### src/rtl/pixel_event_encoder_pkg.sv
// pixel_event_encoder_pkg
// Shared definitions for the pixel latency encoder: FSM state encoding and
// helpers that derive the latency-slot width and the last slot index from
// the pixel width and the latency shift.
package pixel_event_encoder_pkg;

  typedef enum logic [2:0] {
    ST_LOAD = 3'd0,
    ST_SCAN = 3'd1,
    ST_EMIT = 3'd2,
    ST_GAP  = 3'd3,
    ST_DONE = 3'd4
  } state_e;

  // Number of bits left in the inverted intensity after the latency shift.
  function automatic int calc_slot_width(input int width, input int shift);
    return width - shift;
  endfunction

  // Index of the last latency slot for a given slot width.
  function automatic int calc_smax(input int sw);
    return (1 << sw) - 1;
  endfunction

endpackage

### src/rtl/pixel_event_encoder_lsb_onehot.sv
// lsb_onehot
// Combinational lowest-set-bit isolator.
// Ports:
//   vec_i     input vector
//   onehot_o  vec_i with every bit cleared except its lowest set bit
//             (all zero when vec_i is zero)
module lsb_onehot #(
  parameter int p_w = 25
) (
  input  logic [p_w-1:0] vec_i,
  output logic [p_w-1:0] onehot_o
);

  // Two's complement trick: x & -x keeps only the lowest set bit.
  assign onehot_o = vec_i & (~vec_i + p_w'(1));

endmodule

### src/rtl/pixel_event_encoder.sv
// pixel_event_encoder
// Latency-coding event source. Buffers one frame of p_s pixels, then walks
// latency slots 0..SMAX and emits one one-hot event per firing pixel, with
// p_gap idle cycles after every event. Brighter pixels land in earlier slots;
// within a slot pixels fire in ascending index order.
// Ports:
//   i_clk, i_rst   clock, synchronous active-high reset
//   i_pixel        pixel intensity, raster order
//   i_pixel_valid  pixel present
//   o_pixel_ready  encoder accepts a pixel (LOAD only, low during reset)
//   o_event        one-hot event pulse, bit k+1 <-> pixel k (registered)
//   o_busy         high in every state except LOAD (registered)
//   o_done         one-cycle pulse when the frame has been fully scanned
// Handshake: a pixel transfers on a rising edge where i_pixel_valid and
// o_pixel_ready are both high; outside LOAD ready is low and valid is ignored.
module pixel_event_encoder
  import pixel_event_encoder_pkg::*;
#(
  parameter int p_s         = 25,
  parameter int p_width     = 8,
  parameter int p_lat_shift = 4,
  parameter int p_min       = 16,
  parameter int p_gap       = 'h3f
) (
  input  logic               i_clk,
  input  logic               i_rst,
  input  logic [p_width-1:0] i_pixel,
  input  logic               i_pixel_valid,
  output logic               o_pixel_ready,
  output logic [p_s:1]       o_event,
  output logic               o_busy,
  output logic               o_done
);

  localparam int SW   = calc_slot_width(p_width, p_lat_shift);
  localparam int SMAX = calc_smax(SW);
  localparam int IDXW = (p_s > 1) ? $clog2(p_s) : 1;
  localparam int GW   = (p_gap > 1) ? $clog2(p_gap) : 1;

  localparam logic [SW-1:0]   SLOT_MAX = SW'(SMAX);
  localparam logic [IDXW-1:0] IDX_LAST = IDXW'(p_s - 1);

  state_e             state_q, state_d;
  logic [IDXW-1:0]    idx_q, idx_d;
  logic [SW-1:0]      slot_q, slot_d;
  logic [p_s-1:0]     pend_q, pend_d;
  logic [GW-1:0]      gap_q, gap_d;
  logic [p_s-1:0]     event_q, event_d;
  logic               done_q;
  logic               busy_q;
  logic [p_width-1:0] pix_q [p_s];

  logic               pix_we;
  logic               take_exit;
  logic [p_s-1:0]     scan_hits;
  logic [p_s-1:0]     pick_src;
  logic [p_s-1:0]     pick_oh;

  // One comparator per pixel: latency slot of the pixel vs the current slot,
  // qualified by the minimum-intensity threshold.
  for (genvar k = 0; k < p_s; k++) begin : g_cmp
    assign scan_hits[k] = (((~pix_q[k]) >> p_lat_shift) == p_width'(slot_q)) &&
                          (pix_q[k] >= p_width'(p_min));
  end

  // In SCAN the fresh compare result is consumed; afterwards the remaining
  // pixels of the slot live in pend_q.
  assign pick_src = (state_q == ST_SCAN) ? scan_hits : pend_q;

  lsb_onehot #(.p_w(p_s)) u_lsb (
    .vec_i    (pick_src),
    .onehot_o (pick_oh)
  );

  always_comb begin
    state_d   = state_q;
    idx_d     = idx_q;
    slot_d    = slot_q;
    pend_d    = pend_q;
    gap_d     = gap_q;
    event_d   = '0;
    pix_we    = 1'b0;
    take_exit = 1'b0;

    case (state_q)
      ST_LOAD: begin
        if (i_pixel_valid) begin
          pix_we = 1'b1;
          if (idx_q == IDX_LAST) begin
            idx_d   = '0;
            slot_d  = '0;
            state_d = ST_SCAN;
          end else begin
            idx_d = idx_q + IDXW'(1);
          end
        end
      end
      ST_SCAN: begin
        if (|scan_hits) begin
          event_d = pick_oh;
          pend_d  = scan_hits & ~pick_oh;
          state_d = ST_EMIT;
        end else if (slot_q == SLOT_MAX) begin
          state_d = ST_DONE;
        end else begin
          slot_d = slot_q + SW'(1);
        end
      end
      ST_EMIT: begin
        if (p_gap == 0) begin
          take_exit = 1'b1;
        end else begin
          gap_d   = GW'(p_gap - 1);
          state_d = ST_GAP;
        end
      end
      ST_GAP: begin
        if (gap_q == '0) take_exit = 1'b1;
        else             gap_d = gap_q - GW'(1);
      end
      ST_DONE: state_d = ST_LOAD;
      default: state_d = ST_LOAD;
    endcase

    // Shared exit from EMIT (zero gap) and GAP: next event of this slot,
    // otherwise advance to the next slot or finish the frame.
    if (take_exit) begin
      if (|pend_q) begin
        event_d = pick_oh;
        pend_d  = pend_q & ~pick_oh;
        state_d = ST_EMIT;
      end else if (slot_q == SLOT_MAX) begin
        state_d = ST_DONE;
      end else begin
        slot_d  = slot_q + SW'(1);
        state_d = ST_SCAN;
      end
    end
  end

  always_ff @(posedge i_clk) begin
    if (i_rst) begin
      state_q <= ST_LOAD;
      idx_q   <= '0;
      slot_q  <= '0;
      pend_q  <= '0;
      gap_q   <= '0;
      event_q <= '0;
      done_q  <= 1'b0;
      busy_q  <= 1'b0;
    end else begin
      state_q <= state_d;
      idx_q   <= idx_d;
      slot_q  <= slot_d;
      pend_q  <= pend_d;
      gap_q   <= gap_d;
      event_q <= event_d;
      done_q  <= (state_d == ST_DONE);
      busy_q  <= (state_d != ST_LOAD);
    end
  end

  // Frame storage needs no reset: every frame overwrites all entries.
  always_ff @(posedge i_clk) begin
    if (pix_we && !i_rst) pix_q[idx_q] <= i_pixel;
  end

  assign o_pixel_ready = (state_q == ST_LOAD) && !i_rst;
  assign o_event       = event_q;
  assign o_busy        = busy_q;
  assign o_done        = done_q;

endmodule

### config.mk
export PLATFORM = sky130hd
export DESIGN_NAME = pixel_event_encoder
export DESIGN_NICKNAME = d
export VERILOG_FILES = /design/src/rtl/pixel_event_encoder_pkg.sv /design/src/rtl/pixel_event_encoder_lsb_onehot.sv /design/src/rtl/pixel_event_encoder.sv
export SDC_FILE = /design/constraint.sdc
export NUM_CORES = 1
export LEC_CHECK = 0
export BUFFER_PORTS_ARGS = -buffer_cell sky130_fd_sc_hd__buf_2
export CAP_MARGIN = 10
export CORE_MARGIN = 2
export CORE_UTILIZATION = 53
export CTS_CLUSTER_DIAMETER = 50
export DETAILED_ROUTE_END_ITERATION = 6
export GPL_ROUTABILITY_DRIVEN = 0
export PLACE_DENSITY_LB_ADDON = 0.08
export SLEW_MARGIN = 20
export SYNTH_ARGS = -nofsm -noshare
export SYNTH_HDL_FRONTEND = slang
export SYNTH_SLANG_ARGS = --single-unit
### constraint.sdc
create_clock -name i_clk -period 2.9 [get_ports i_clk]
set_clock_uncertainty 0.05 [all_clocks]
set_input_delay 0.58 -clock i_clk [delete_from_list [all_inputs] [get_ports i_clk]]
set_output_delay 0.58 -clock i_clk [all_outputs]
set_load 0.01 [all_outputs]
## Yosys cells after proc, flatten, opt, wreduce, memory -nomap -nowiden

Memories as Yosys holds them, arrays and structs flattened.
Cells that the tools add are included.

| word-level totals | value |
|---|---|
| bits in latches | 0 |
| word-level logic and storage cells | 170 |
| register bits | 70 |
| bits in writable memories | 200 |
| bits in read-only memories | 0 |
| memories kept | 1 |
| input bits | 11 |

| operators by class | value |
|---|---|
| shift-type cells | 0 |
| $add $sub $neg | 4 |
| divide/modulo/power cells | 0 |
| order comparisons | 25 |
| eq/ne operators | 32 |
| mux-type cells | 34 |
| reductions and logical operators | 36 |
| $mul | 0 |
| bitwise operators | 30 |

Memory list:

| memory | depth | bits a word | rd ports | clocked after Yosys merged registers in | write ports | line | source |
|---|---|---|---|---|---|---|---|
| pix_q | 25 | 8 | 25 | 0 | 1 | pixel_event_encoder.sv:51 | `logic [p_width-1:0] pix_q [p_s];` |

Operators with widths:

| operator | count |
|---|---|
| $mux W25 | 9 |
| $ge A8 B5 Y1 const B | 25 |
| $not A8 Y8 | 25 |
| $eq A4 B4 Y1 | 25 |
| $and A25 B25 Y25 | 3 |
| $not A25 Y25 | 2 |
| $reduce_or A25 Y1 | 2 |
| $mux W4 | 7 |
| $logic_and A1 B1 Y1 | 27 |
| $add A25 B1 Y25 const B | 1 |
| $mux W3 | 7 |
| $pmux W3 S4 | 1 |
| $pmux W6 S2 | 1 |
| $pmux W4 S2 | 1 |
| $eq A3 B2 Y1 const B | 2 |
| $logic_not A6 Y1 | 1 |
| $mux W1 | 6 |
| $mux W6 | 1 |
| $sub A6 B1 Y6 const B | 1 |
| $add A5 B1 Y5 const B | 1 |
| $eq A5 B5 Y1 const B | 1 |
| $mux W5 | 1 |
| $add A4 B1 Y4 const B | 1 |
| $eq A4 B4 Y1 const B | 1 |
| 8 further kinds | 9 |

## Depth between registers and ports, before layout

Gate-level depths: netlist (run 1).

| logic depth | value |
|---|---|
| word-level depth | 13 |
| mapped depth | 13 |
| depth with buffers taken out | 9 |

## Hierarchy

A second synthesis (run 1) with hierarchy kept.

| unflattened totals | value |
|---|---|
| cells, all modules | 733 |
| area total of the unflattened synthesis | 7883.8 µm² |

By module, submodules not included:

| module | area each (µm²) | sequential area each (µm²) | cells an instance | times used |
|---|---|---|---|---|
| pixel_event_encoder | 7497.2 | 4404.2 | 677 | 1 |
| lsb_onehot | 386.6 | 0.0 | 56 | 1 |

## Worst setup path after synthesis (run 1)

Ideal clock, no wire load.

| path | value |
|---|---|
| path type | register to register |
| start point | register slot_q[0] |
| end point | register pend_q[22] |
| required time | 2.733 ns |
| clock period less this slack | 2.913 ns |
| setup time | 0.117 ns |
| arrival time | 2.746 ns |
| cell stages (with the launch flop) | 12 |
| path slack | -0.013 ns |
| path through | dfxtp_1 buf_2 buf_2 buf_2 xor2_1 nand4_1 o21ai_0 or4_1 or2_2 nor3_1 nand3_1 a32o_1 |

| between the ends | value |
|---|---|
| cells in the longest elaborated chain, start to end | 12 |
| elaborated cells on any way between the ends | 62 |

RTL lines:

| what | line | source |
|---|---|---|
| start, declared | pixel_event_encoder.sv:45 | `logic [SW-1:0] slot_q, slot_d;` |
| start signal, assigned | pixel_event_encoder.sv:154 | `slot_q <= slot_d;` |
| $eq A4 B4 Y1 | pixel_event_encoder.sv:62 | `assign scan_hits[k] = (((~pix_q[k]) >> p_lat_shift) == p_width'(slot_q)) &&` |
| $logic_and A1 B1 Y1 | pixel_event_encoder.sv:62 |  |
| $mux W25 | pixel_event_encoder.sv:68 | `assign pick_src = (state_q == ST_SCAN) ? scan_hits : pend_q;` |
| $not A25 Y25 | pixel_event_encoder_lsb_onehot.sv:15 | `assign onehot_o = vec_i & (~vec_i + p_w'(1));` |
| $add A25 B1 Y25 | pixel_event_encoder_lsb_onehot.sv:15 |  |
| $and A25 B25 Y25 | pixel_event_encoder_lsb_onehot.sv:15 |  |
| $not A25 Y25 | pixel_event_encoder.sv:101, pixel_event_encoder.sv:130 |  |
| $and A25 B25 Y25 | pixel_event_encoder.sv:101 | `pend_d = scan_hits & ~pick_oh;` |
| $mux W25 | pixel_event_encoder.sv:99 | `if (\|scan_hits) begin` |
| $mux W25 | pixel_event_encoder.sv:85 | `case (state_q)` |
| $mux W25 | pixel_event_encoder.sv:128 | `if (\|pend_q) begin` |
| $mux W25 (*) | pixel_event_encoder.sv:127 | `if (take_exit) begin` |
| end signal, assigned | pixel_event_encoder.sv:155 | `pend_q <= pend_d;` |
| end, declared | pixel_event_encoder.sv:46 | `logic [p_s-1:0] pend_q, pend_d;` |

Every way passes the cells marked *; elsewhere a longest branch is shown, timed or not.
A chain may end at the register's enable or synchronous reset.

## Worst setup path in the final report (run 1)

| path | value |
|---|---|
| start point | register slot_q[3] |
| end point | register pend_q[12] |

The elaborated chain is that of the path after synthesis.

==> summary.md, run 1 <==
| Metric | Value |
|---|---|
| Cell Int Power | 3720 uW |
| Die area | around 0.016 mm2 |
| Synth Area in Simple Gates | 0.211 |
| Clk root buf | clkbuf_16 |
| Synth cell count leaders | edfxtp_1, xor2_1, nor2_1 |
| Die X | ~130 um |
| Initial antenna violation count | 0 |
| Final ANT Viol Nets | 0 |
| Final worst path period share | 0.984 |
| Post-synth cell types | 70 |
| Worst Setup End Kind | flop |
| Slew headroom | 0.624 |
| CP arrival | around 3.2 ns |
| Hold violation total from the final report | 0 |
| Via density | about 6 |
| EDFF count, synth | 100 |
| Crit-path max FO | 11 |
| Port bufs | 34 |
| Flop pwr share | 0.531 |
| Leakage power | ~0.0038 uW |
| Pin count of the biggest net entering global routing | 26 |
| Placed cells | 1,043 |
| Dpl ws | -0.103 ns |
| Syn_area_per_cell | around 11 um2 |
| ANT cells | 0 |
| Worst-margin pin slew | between 0.5 and 0.6 ns |
| P per Cell Area | just under 500 mW/mm2 |
| Clock-pin slew on the worst setup and hold paths | around 0.07 ns |
| Rows | 45 |
| Fin Setup TNS | 0 ns |
| Mapped Area | just over 0.008 mm2 |
| Synth top area cells | edfxtp_1, dfxtp_1, xor2_1 |
| Clk_lat worst skew | 0.45 ns |
| Post-synthesis compound-gate area fraction | 0.0976 |
| Sw Ratio | 0.230 |
| Net switching power | 1110 uW |
| Async SR Flop Fraction | 0 |
| Slew Viols, Final | 0 |
| Vias | 6,462 |
| # DRC | 0 |
| Core area | 0.0151 mm2 |
| Cells after synthesis | 774 |
| Initial DRC count | between 500 and 600 |
| Post-synthesis mux area share | 0.00508 |
| CTS tree | yes |
| Xor and xnor area share after synthesis | 0.106 |
| Num CTS Buffers | 17 |
| Setup repair after global routing missed its margin | yes |
| Number of fill cells | ~1,200 |
| Dpl hpwl | roughly 15 mm |
| Min cycle time layout | approximately 2.9 ns |
| Final #Nets | about 900 |
| Synth Register Bits | 170 |
| Final worst slack | around 0.045 ns |
| Maximum clock frequency | 350 MHz |
| Critical path type | reg2reg |
| Final std cells w/o fill | 1,080 |
| Drt total wl | around 21 mm |
| Die Span Y | approximately 130 um |
| GR Overflow Total | 0 |
| Vias in the first global route | between 6,000 and 7,000 |
| Mapped Nets | between 700 and 800 |
| First drt pass iteration count | 7 |
| Outcome | completed |
| Main synth FF type | edfxtp_1 |
| Clk buf depth | 2 |
| Synth top area share | 0.369 |
| CP Launch Type | flop |
| Depth of the CTS H-tree | 4 |
| Clock Power Share | 0.449 |
| Area leader, netlist | edfxtp_1 |
| Most frequent cell after synthesis | edfxtp_1 |
| Worst path required time | 3.23 ns |
| Area share of fa/ha/maj cells after synthesis | 0.00923 |
| # IOs | 39 |
| Area Overhead vs Synth | 21.0% |
| Starting density of the core | 0.539 |
| Mean routed wirelength per cell | about 20 um |
| Setup violations, final | 0 |
| Logic gate share of total power | 0.020 |
| First-pass GRT wire length | 32.6 mm |
| Max-cap violations | 0 |
| Peak VDD IR | slightly below 0.5 mV |
| Share of cells above drive strength 1 | 0.222 |
| Total track usage | 0.266 |
| Hold WC Path Type | in2reg |
| Register area share after synthesis | 0.542 |
| Clk sinks | 170 |
| Syn. warnings | 0 |
| Main combinational cell family by area after synthesis | simple AND/OR/NAND/NOR gates |
[power by group through the flow]
stage | combinational [uW] | sequential, uW | clock (uW)
2_1_floorplan | 40.0 | 2620 | 0
3_3_place_gp | 88.5 | 2620 | 0
3_5_place_dp | 90.4 | 2620 | 0
4_1_cts | 90.2 | 2570 | 2190
5_1_grt | 103 | 2570 | 2290
6_report | 95.2 | 2570 | 2170
[what timing repair did]
| item | CTS | global route |
|---|---|---|
| gates cloned | 0 | 1 |
| buffers inserted | 0 | 4 |
| hold buffers | 0 | 0 |
| hold endpoints to repair | 0 | 0 |
| pin swaps | 0 | 7 |
| resized for setup | 7 | 24 |
| setup endpoints to repair | 7 | 51 |
[worst max-delay path, cell delays in order, from the launching register on]
cell	delay, ns
dfxtp_4	0.38
buf_12	0.16
xnor2_1	0.14
nor4_2	0.35
buf_4	0.22
and4b_1	0.23
a31oi_1	0.18
nor3_1	0.09
a21o_1	0.20
buf_4	0.18
buf_4	0.15
or3_1	0.33
a21oi_1	0.12
[cells by family after synthesis]
group           count (synthesis)
flops                         170
mux                             4
simple gates                  324
xor+xnor                       98
buf+inv                        53
fa+ha+maj                       6
compound gates                119
[worst paths after layout]
check / from / end / slack [ns] / depth (start not counted)
setup / recovery: slot_q[3] / pend_q[12] / 0.05 / 12
hold / removal: i_rst / idx_q[1] / 0.42 / 2
setup reg to reg: slot_q[3] / pend_q[12] / 0.05 / 12
hold reg to reg: pend_q[12] / pend_q[12] / 0.44 / 2
[sequential cells by signal (all words and copies together) (netlist names)]
| signal | flops |
|---|---|
| pend_q | 25 |
| gap_q | 6 |
| o_done | 1 |
| o_busy | 1 |
| o_event | 25 |
| slot_q | 4 |
| idx_q | 5 |
| pix_q | 100 |
| state_q | 3 |
[cell usage in the layout (no fill, tap or decap), drive strengths merged, types with 3 or more instances in the layout]
cell type / synthesis / final
xor2: 72 / 72
a21o: 6 / 6
nand3: 34 / 34
or3: 15 / 15
mux2i: 3 / 3
dfxtp: 70 / 70
a311oi: 3 / 3
o22ai: 4 / 4
and2: 7 / 7
inv: 10 / 17
clkbuf: 17 / 20
xnor2: 26 / 26
nand3b: 5 / 5
or2: 5 / 5
ha: 6 / 6
or3b: 3 / 3
nor4: 18 / 18
nand4: 15 / 15
edfxtp: 100 / 100
or4: 4 / 4
o21ai: 26 / 26
o211ai: 4 / 4
nor4bb: 3 / 3
nand2b: 13 / 13
a31oi: 11 / 11
nor2b: 7 / 7
nor4b: 3 / 3
and3: 13 / 13
clkinv: 0 / 5
nand2: 65 / 65
nor2: 71 / 71
nor3: 24 / 24
a21oi: 30 / 30
buf: 26 / 128
o2111ai: 7 / 7
nor3b: 11 / 11
[per-stage QoR]
stage	hold WS (ns)	utilization	cell area [um2]	total power [uW]
floorplan	0.406	-	8130	2660
global placement	0.420	0.603	9090	2710
detailed placement	0.428	0.603	9090	2710
CTS	0.405	0.642	9690	4850
global route	0.397	0.652	9840	4960
finish	0.422	0.652	9840	4830
[area by class of cell]
cell class | count | area [um2] | area share
Timing Repair Buffer | 129 | 1010 | 0.103
Multi-Input combinational cell | 551 | 3570 | 0.363
Tap cell | 188 | 235 | 0.0239
Inverter | 10 | 37.5 | 0.00381
Sequential cell | 170 | 4410 | 0.449
Clock inverter | 13 | 135 | 0.0137
Clock buffer | 19 | 433 | 0.0440
[metal layers]
layer / share of wire / GRT usage / vias to the layer above / routed length (um)
met1: 0.43 / 0.341 / 3139 / 9140
met4: 0.032 / 0.122 / 0 / 681
met2: 0.49 / 0.438 / 232 / 10400
met5: 0 / 0 / - / 0
li1: - / - / 3040 / -
met3: 0.052 / 0.0534 / 51 / 1110
No activity file was read; power rests on OpenSTA's default activity.
==> inputs of run 2 (changes only) <==
- CORE_ASPECT_RATIO: default -> 0.75
- PLACE_DENSITY: default -> 0.76
- PLACE_DENSITY_LB_ADDON: 0.08 -> default
==> summary.md, run 2 (synthesis results as in run 1) <==
| Metric | Value |
|---|---|
| Final worst slack | 0.0317 ns (-0.0134 ns) |
| Area Overhead vs Synth | 23.9% |
| GR Overflow Total | 0 (unchanged) |
| First drt pass iteration count | 6 (-1) |
| Reg2reg path depth | 11 (-1) |
| Critical Path Max Stage Delay | 0.55 ns (+0.17 ns) |
| Leakage power | 0.00391 uW (+3.1%) |
| Die Span Y | 111 um (-13%) |
| Mean routed wirelength per cell | 20.5 um (+3.8%) |
| Clk buf depth | 2 (unchanged) |
| Clk sinks | 170 (unchanged) |
| Initial DRC count | 838 (+52%) |
| Hold Crit Start | i_rst |
| Fin Setup TNS | 0 ns (unchanged) |
| Post-route cell area | 0.0101 mm2 (+2.3%) |
| Flop2flop setup slack | 0.03 ns (about the same) |
| Maximum clock frequency | 349 MHz (-0.47%) |
| Vias | 6,849 (+6.0%) |
| Depth of the CTS H-tree | 4 (unchanged) |
| CTS tree | yes |
| Final #Nets | 919 (+2.6%) |
| Worst r2r src | slot_q[2] |
| Outcome | completed |
| Share of cells above drive strength 1 | 0.252 (+0.0305) |
| Commonest non-fill, non-tap cell in the layout | buf_4 |
| Core area | 0.0151 mm2 (+0.25%) |
| Peak VDD IR | 0.382 mV (-21%) |
| Number of fill cells | 1,110 (-7.1%) |
| Critical path type | reg2reg |
| CP arrival | 3.14 ns (-0.04 ns) |
| Top reg by flops | pix_q |
| Most frequent CP cell | buf_4 |
| Clk_lat worst skew | 0.43 ns (-0.02 ns) |
| Worst hold path endpoint | state_q[0] |
| Family with the most delay on the worst path | simple AND/OR/NAND/NOR gates |
| Largest register FFs | 100 (unchanged) |
| Buf+Inv Stages, Crit Path | 3 (-1) |
| Placed cells | 1,071 (+2.7%) |
| Worst-margin pin slew | 0.696 ns (+0.136 ns) |
| Setup violations, final | 0 (unchanged) |
| Clock-pin slew on the worst setup and hold paths | 0.07 ns (about the same) |
| Crit path cell chain | buf_4 -> nand4_2 -> nand2_2 -> buf_4 -> o21ai_1 -> or4_4 -> or2_4 -> nor3_2 -> buf_4 -> nand3_4 -> a32o_1 |
| Hold path depth | 2 (unchanged) |
| Placed Area | 0.00918 mm2 (+0.99%) |
| # IOs | 39 (unchanged) |
| Min cycle time layout | 2.87 ns (+0.0134 ns) |
| Final ANT Viol Nets | 0 (unchanged) |
| Rows | 39 (-13%) |
| Die area | 0.0164 mm2 (about the same) |
| Worst path required time | 3.17 ns (-0.06 ns) |
| CP Launch Type | flop |
| # hold bufs at CTS | 0 (unchanged) |
| First-pass GRT wire length | 35.3 mm (+8.1%) |
| Most frequent cells in the layout | buf_4, edfxtp_1, xor2_1, nor2_1, dfxtp_1 |
| Dpl ws | -0.0791 ns (+0.0243 ns) |
| Die X | 147 um (+15%) |
| Drt total wl | 23.0 mm (+7.7%) |
| Slew headroom | 0.530 (-0.0938) |
| ANT cells | 0 (unchanged) |
| Vias in the first global route | 6,781 (+9.5%) |
| Setup repair after global routing missed its margin | yes |
| Hold violation total from the final report | 0 (unchanged) |
| Port bufs | 34 (unchanged) |
| Worst Setup End Kind | flop |
| R2R Path End | pend_q[22] |
| Hold WC Path Type | in2reg |
| Starting density of the core | 0.538 (-0.00134) |
| Num CTS Buffers | 17 (unchanged) |
| Via density | 6.12 (+2.2%) |
| Final std cells w/o fill | 1,120 (+3.7%) |
| Initial antenna violation count | 0 (unchanged) |
| Crit-path slowest cell | or4_4 |
| Slew Viols, Final | 0 (unchanged) |
| Crit-path max FO | 8 (-3) |
| Dpl hpwl | 15.4 mm (+3.5%) |
| Clk root buf | clkbuf_16 |
| Total track usage | 0.280 (+0.0139) |
| P per Cell Area | 476 mW/mm2 (-3.1%) |
| Pin count of the biggest net entering global routing | 39 (+50%) |
| Max-cap violations | 0 (unchanged) |
| # DRC | 0 (unchanged) |
| Final worst path period share | 0.989 (+0.00461) |
==> run 2: area by class of cell <==
class | instances | area (um2) | share of cell area
Inverter | 10 | 37.5 | 0.00373
Tap cell | 205 | 256 | 0.0255
Clock inverter | 11 | 82.6 | 0.00820
Clock buffer | 21 | 460 | 0.0457
Multi-Input combinational cell | 551 | 3630 | 0.361
Timing Repair Buffer | 152 | 1190 | 0.118
Sequential cell | 170 | 4410 | 0.438
==> run 2: per-stage QoR <==
stage	total power (uW)	util	hold WS, ns
final	4790	0.666	0.417
after global routing	4900	0.666	0.431
after CTS	4790	0.647	0.414
after detailed placement	2710	0.607	0.440
after global placement	2700	0.607	0.420
after floorplan	2660	-	0.406
==> run 2: worst max path at each step <==
| stage | slack [ns] | endpoint | start | depth (start not counted) |
|---|---|---|---|---|
| floorplan | -0.01 | pend_q[22] | slot_q[0] | 11 |
| global placement | -0.02 | pend_q[18] | state_q[1] | 9 |
| detailed placement | -0.08 | pend_q[18] | state_q[0] | 9 |
| CTS | 0.004 | pend_q[8] | slot_q[3] | 11 |
| global route | -0.04 | pend_q[22] | slot_q[0] | 11 |
| finish | 0.03 | pend_q[22] | slot_q[2] | 11 |
==> run 2: timing repair <==
action                     4_1_cts  5_1_grt
setup endpoints to repair        5       52
pin swaps                        6       13
buffers inserted                 3       12
cloned                           0        2
resized for setup               11       34
==> run 2: where the power goes <==
part	leakage, uW	switching, uW	internal (uW)
logic	0.00217	72.1	21.5
clock network	0.000274	976	1150
registers	0.00147	8.53	2560
total	0.00391	1060	3730
==> run 2: worst register-to-register path, cell delays in order (launching register included) <==
cell     delay [ns]
dfxtp_2        0.39
buf_4          0.13
nand4_2        0.17
nand2_2        0.23
buf_4          0.20
o21ai_1        0.09
or4_4          0.55
or2_4          0.27
nor3_2         0.17
buf_4          0.16
nand3_4        0.08
a32o_1         0.27
==> run 2: per-layer routing <==
metal	up-vias	track usage	wire length [um]
li1	3080	-	-
met1	3242	0.384	9410
met2	451	0.439	10400
met3	76	0.0621	2440
met4	0	0.104	777
met5	-	0	0
==> inputs of run 3 (changes only) <==
- SYNTH_HIERARCHICAL: default -> 1
==> summary.md, run 3 <==
| Metric | Value |
|---|---|
| Outcome | finished with violations |
| Failing checks | setup timing |
| Hold Crit Start | pend_q[14] |
| Setup violations, final | 3 (+3) |
| Hold path depth | 2 (unchanged) |
| CTS tree | yes |
| Most frequent CP cell | buf_12 |
| Core area | 0.0145 mm2 (-4.1%) |
| Most frequent cell after synthesis | edfxtp_1 |
| Drt total wl | 19.0 mm (-17%) |
| Synth Register Bits | 170 (unchanged) |
| ANT cells | 0 (unchanged) |
| Reg2reg path depth | 12 (+1) |
| Syn_area_per_cell | 10.8 um2 (+2.4%) |
| Mapped Area | 0.00788 mm2 (-3.0%) |
| Leakage power | 0.00385 uW (-1.6%) |
| Maximum clock frequency | 340 MHz (-2.5%) |
| Setup repair after global routing missed its margin | yes |
| # IOs | 39 (unchanged) |
| CP arrival | 3.18 ns (+0.04 ns) |
| Dpl hpwl | 11.9 mm (-23%) |
| EDFF count, synth | 100 (unchanged) |
| Most frequent cells in the layout | edfxtp_1, xor2_1, nor2_1, buf_4, dfxtp_1 |
| Buf+Inv Stages, Crit Path | 3 (unchanged) |
| Depth of the CTS H-tree | 4 (unchanged) |
| Share of cells above drive strength 1 | 0.246 (-0.00658) |
| Critical Path Max Stage Delay | 0.45 ns (-0.10 ns) |
| Fin Setup TNS | -0.0595 ns (-0.0595 ns) |
| Clk sinks | 170 (unchanged) |
| Peak VDD IR | 0.413 mV (+8.0%) |
| GR Overflow Total | 0 (unchanged) |
| Die area | 0.0159 mm2 (-2.9%) |
| Die X | 145 um (-1.5%) |
| Register area share after synthesis | 0.559 (+0.0170) |
| Clock-pin slew on the worst setup and hold paths | 0.07 ns (about the same) |
| First drt pass iteration count | 5 (-1) |
| Crit-path max FO | 6 (-2) |
| # DRC | 0 (unchanged) |
| Worst r2r src | slot_q[3] |
| R2R Path End | pend_q[21] |
| Post-synth cell types | 56 (-20%) |
| # hold bufs at CTS | 0 (unchanged) |
| Hold violation total from the final report | 0 (unchanged) |
| Async SR Flop Fraction | 0 (unchanged) |
| Tot Pwr | 4880 uW (+1.8%) |
| Pin count of the biggest net entering global routing | 34 (-13%) |
| Total track usage | 0.235 (-0.0451) |
| Worst Setup End Kind | flop |
| Clk_lat worst skew | 0.43 ns (about the same) |
| Synth top area cells | edfxtp_1, dfxtp_1, xor2_1 |
| Final #Nets | 854 (-7.1%) |
| Worst hold path endpoint | pend_q[14] |
| Min cycle time layout | 2.94 ns (+0.0730 ns) |
| Vias | 6,001 (-12%) |
| First-pass GRT wire length | 28.1 mm (-20%) |
| Num CTS Buffers | 17 (unchanged) |
| Max-cap violations | 0 (unchanged) |
| Synth top area share | 0.381 (+0.0116) |
| Final worst path period share | 1.01 (+0.0252) |
| Initial DRC count | 670 (-20%) |
| P per Cell Area | 503 mW/mm2 (+5.7%) |
| Mean routed wirelength per cell | 18.1 um (-12%) |
| Final ANT Viol Nets | 0 (unchanged) |
| Crit-path slowest cell | nor4b_4 |
| Main synth FF type | edfxtp_1 |
| Flop2flop setup slack | -0.04 ns (-0.07 ns) |
| Final worst slack | -0.0413 ns (-0.0730 ns) |
| Slew headroom | 0.497 (-0.0332) |
| Rows | 38 (-2.6%) |
| Largest register FFs | 100 (unchanged) |
| Syn. warnings | 6 (+6) |
| Family with the most delay on the worst path | simple AND/OR/NAND/NOR gates |
| CP Launch Type | flop |
| Cells after synthesis | 733 (-5.3%) |
| Slew Viols, Final | 0 (unchanged) |
| Area Overhead vs Synth | 23.0% |
| Clk root buf | clkbuf_16 |
| Clk buf depth | 2 (unchanged) |
| Initial antenna violation count | 0 (unchanged) |
| Top reg by flops | pix_q |
| Crit path cell chain | buf_12 -> buf_12 -> buf_6 -> xor2_1 -> nand4_1 -> o22ai_2 -> or3_1 -> nand4b_1 -> nor4b_4 -> nor2_1 -> o21ai_1 -> a21oi_1 |
| Number of fill cells | 1,034 (-6.8%) |
| Worst path required time | 3.14 ns (-0.03 ns) |
| Hold WC Path Type | reg2reg |
| Commonest non-fill, non-tap cell in the layout | edfxtp_1 |
| Area leader, netlist | edfxtp_1 |
| Mapped Nets | 750 (-5.2%) |
| Starting density of the core | 0.544 (+0.00611) |
| Worst-margin pin slew | 0.754 ns (+0.0585 ns) |
| Die Span Y | 110 um (-1.5%) |
| Critical path type | reg2reg |
| Via density | 5.72 (-6.5%) |
| Port bufs | 34 (unchanged) |
| Vias in the first global route | 5,413 (-20%) |
| Synth cell count leaders | edfxtp_1, xor2_1, nor2_1 |
## run 3: routing by layer
| metal | GRT usage | up-vias | wire, um |
|---|---|---|---|
| met5 | 0 | - | 0 |
| met4 | 0.0659 | 0 | 427 |
| met3 | 0.0566 | 43 | 1590 |
| met2 | 0.370 | 295 | 8830 |
| met1 | 0.328 | 2857 | 8140 |
| li1 | - | 2806 | - |
## run 3: timing repair
item,CTS,global route
setup buffers,1,23
cloned,1,2
resized for setup,5,56
pin swaps,1,32
endpoints found under the setup margin,42,45
## run 3: layout make-up
class                      count  area, um2  share of cell area
clock buffer                  17        425              0.0439
clock inverter                15        160              0.0165
inverter                      14       52.6             0.00542
multi-input combinational    508       3360               0.347
sequential                   170       4410               0.455
tap                          200        250              0.0258
timing repair buffer         126       1030               0.106
## run 3: report_power, final
| group | leakage, uW | internal [uW] | switching (uW) |
|---|---|---|---|
| logic | 0.00210 | 19.1 | 64.4 |
| clock network | 0.000286 | 1160 | 1060 |
| registers | 0.00147 | 2560 | 7.51 |
| total | 0.00385 | 3740 | 1140 |
## run 3: worst register-to-register path: cells and delay by family (launching register included)
kind / cells / cell delay (ns)
AOI/OAI and AO/OA: 3 / 0.36
and+or+nand+nor: 5 / 1.50
DFF: 1 / 0.34
buffers and inverters: 3 / 0.39
xor gates and xnor gates: 1 / 0.16
## run 3: how the worst max path moves through the flow
stage | start | endpoint | slack [ns] | depth (start not counted)
after detailed placement | slot_q[3] | pend_q[16] | -0.17 | 10
after floorplan | slot_q[3] | pend_q[17] | 0.009 | 14
after global placement | slot_q[3] | pend_q[22] | -0.08 | 10
after global routing | state_q[1] | pend_q[21] | -0.15 | 12
after CTS | slot_q[3] | pend_q[10] | -0.02 | 10
final | slot_q[3] | pend_q[21] | -0.04 | 12
## run 3: kinds of logic after synthesis
family / Yosys count / share of synthesized area
AO/OA/AOI/OAI: 105 / 0.0754
XOR/XNOR: 106 / 0.118
adder cells (fa/ha/maj): 6 / 0.00952
buffers and inverters: 56 / 0.0367
flip-flops: 170 / 0.559
multiplexers: 2 / 0.00270
AND/OR/NAND/NOR: 288 / 0.199
## run 3: per-stage QoR
stage	hold WS, ns	utilization	cell area [um2]	setup WS, ns	instances
5_1_grt	0.486	0.669	9690	-0.151	1050
4_1_cts	0.449	0.641	9290	-0.0151	1026
6_report	0.454	0.669	9690	-0.0413	1050
3_5_place_dp	0.439	0.598	8670	-0.166	992
3_3_place_gp	0.429	0.598	8670	-0.0780	992
2_1_floorplan	0.417	-	7900	0.00945	733
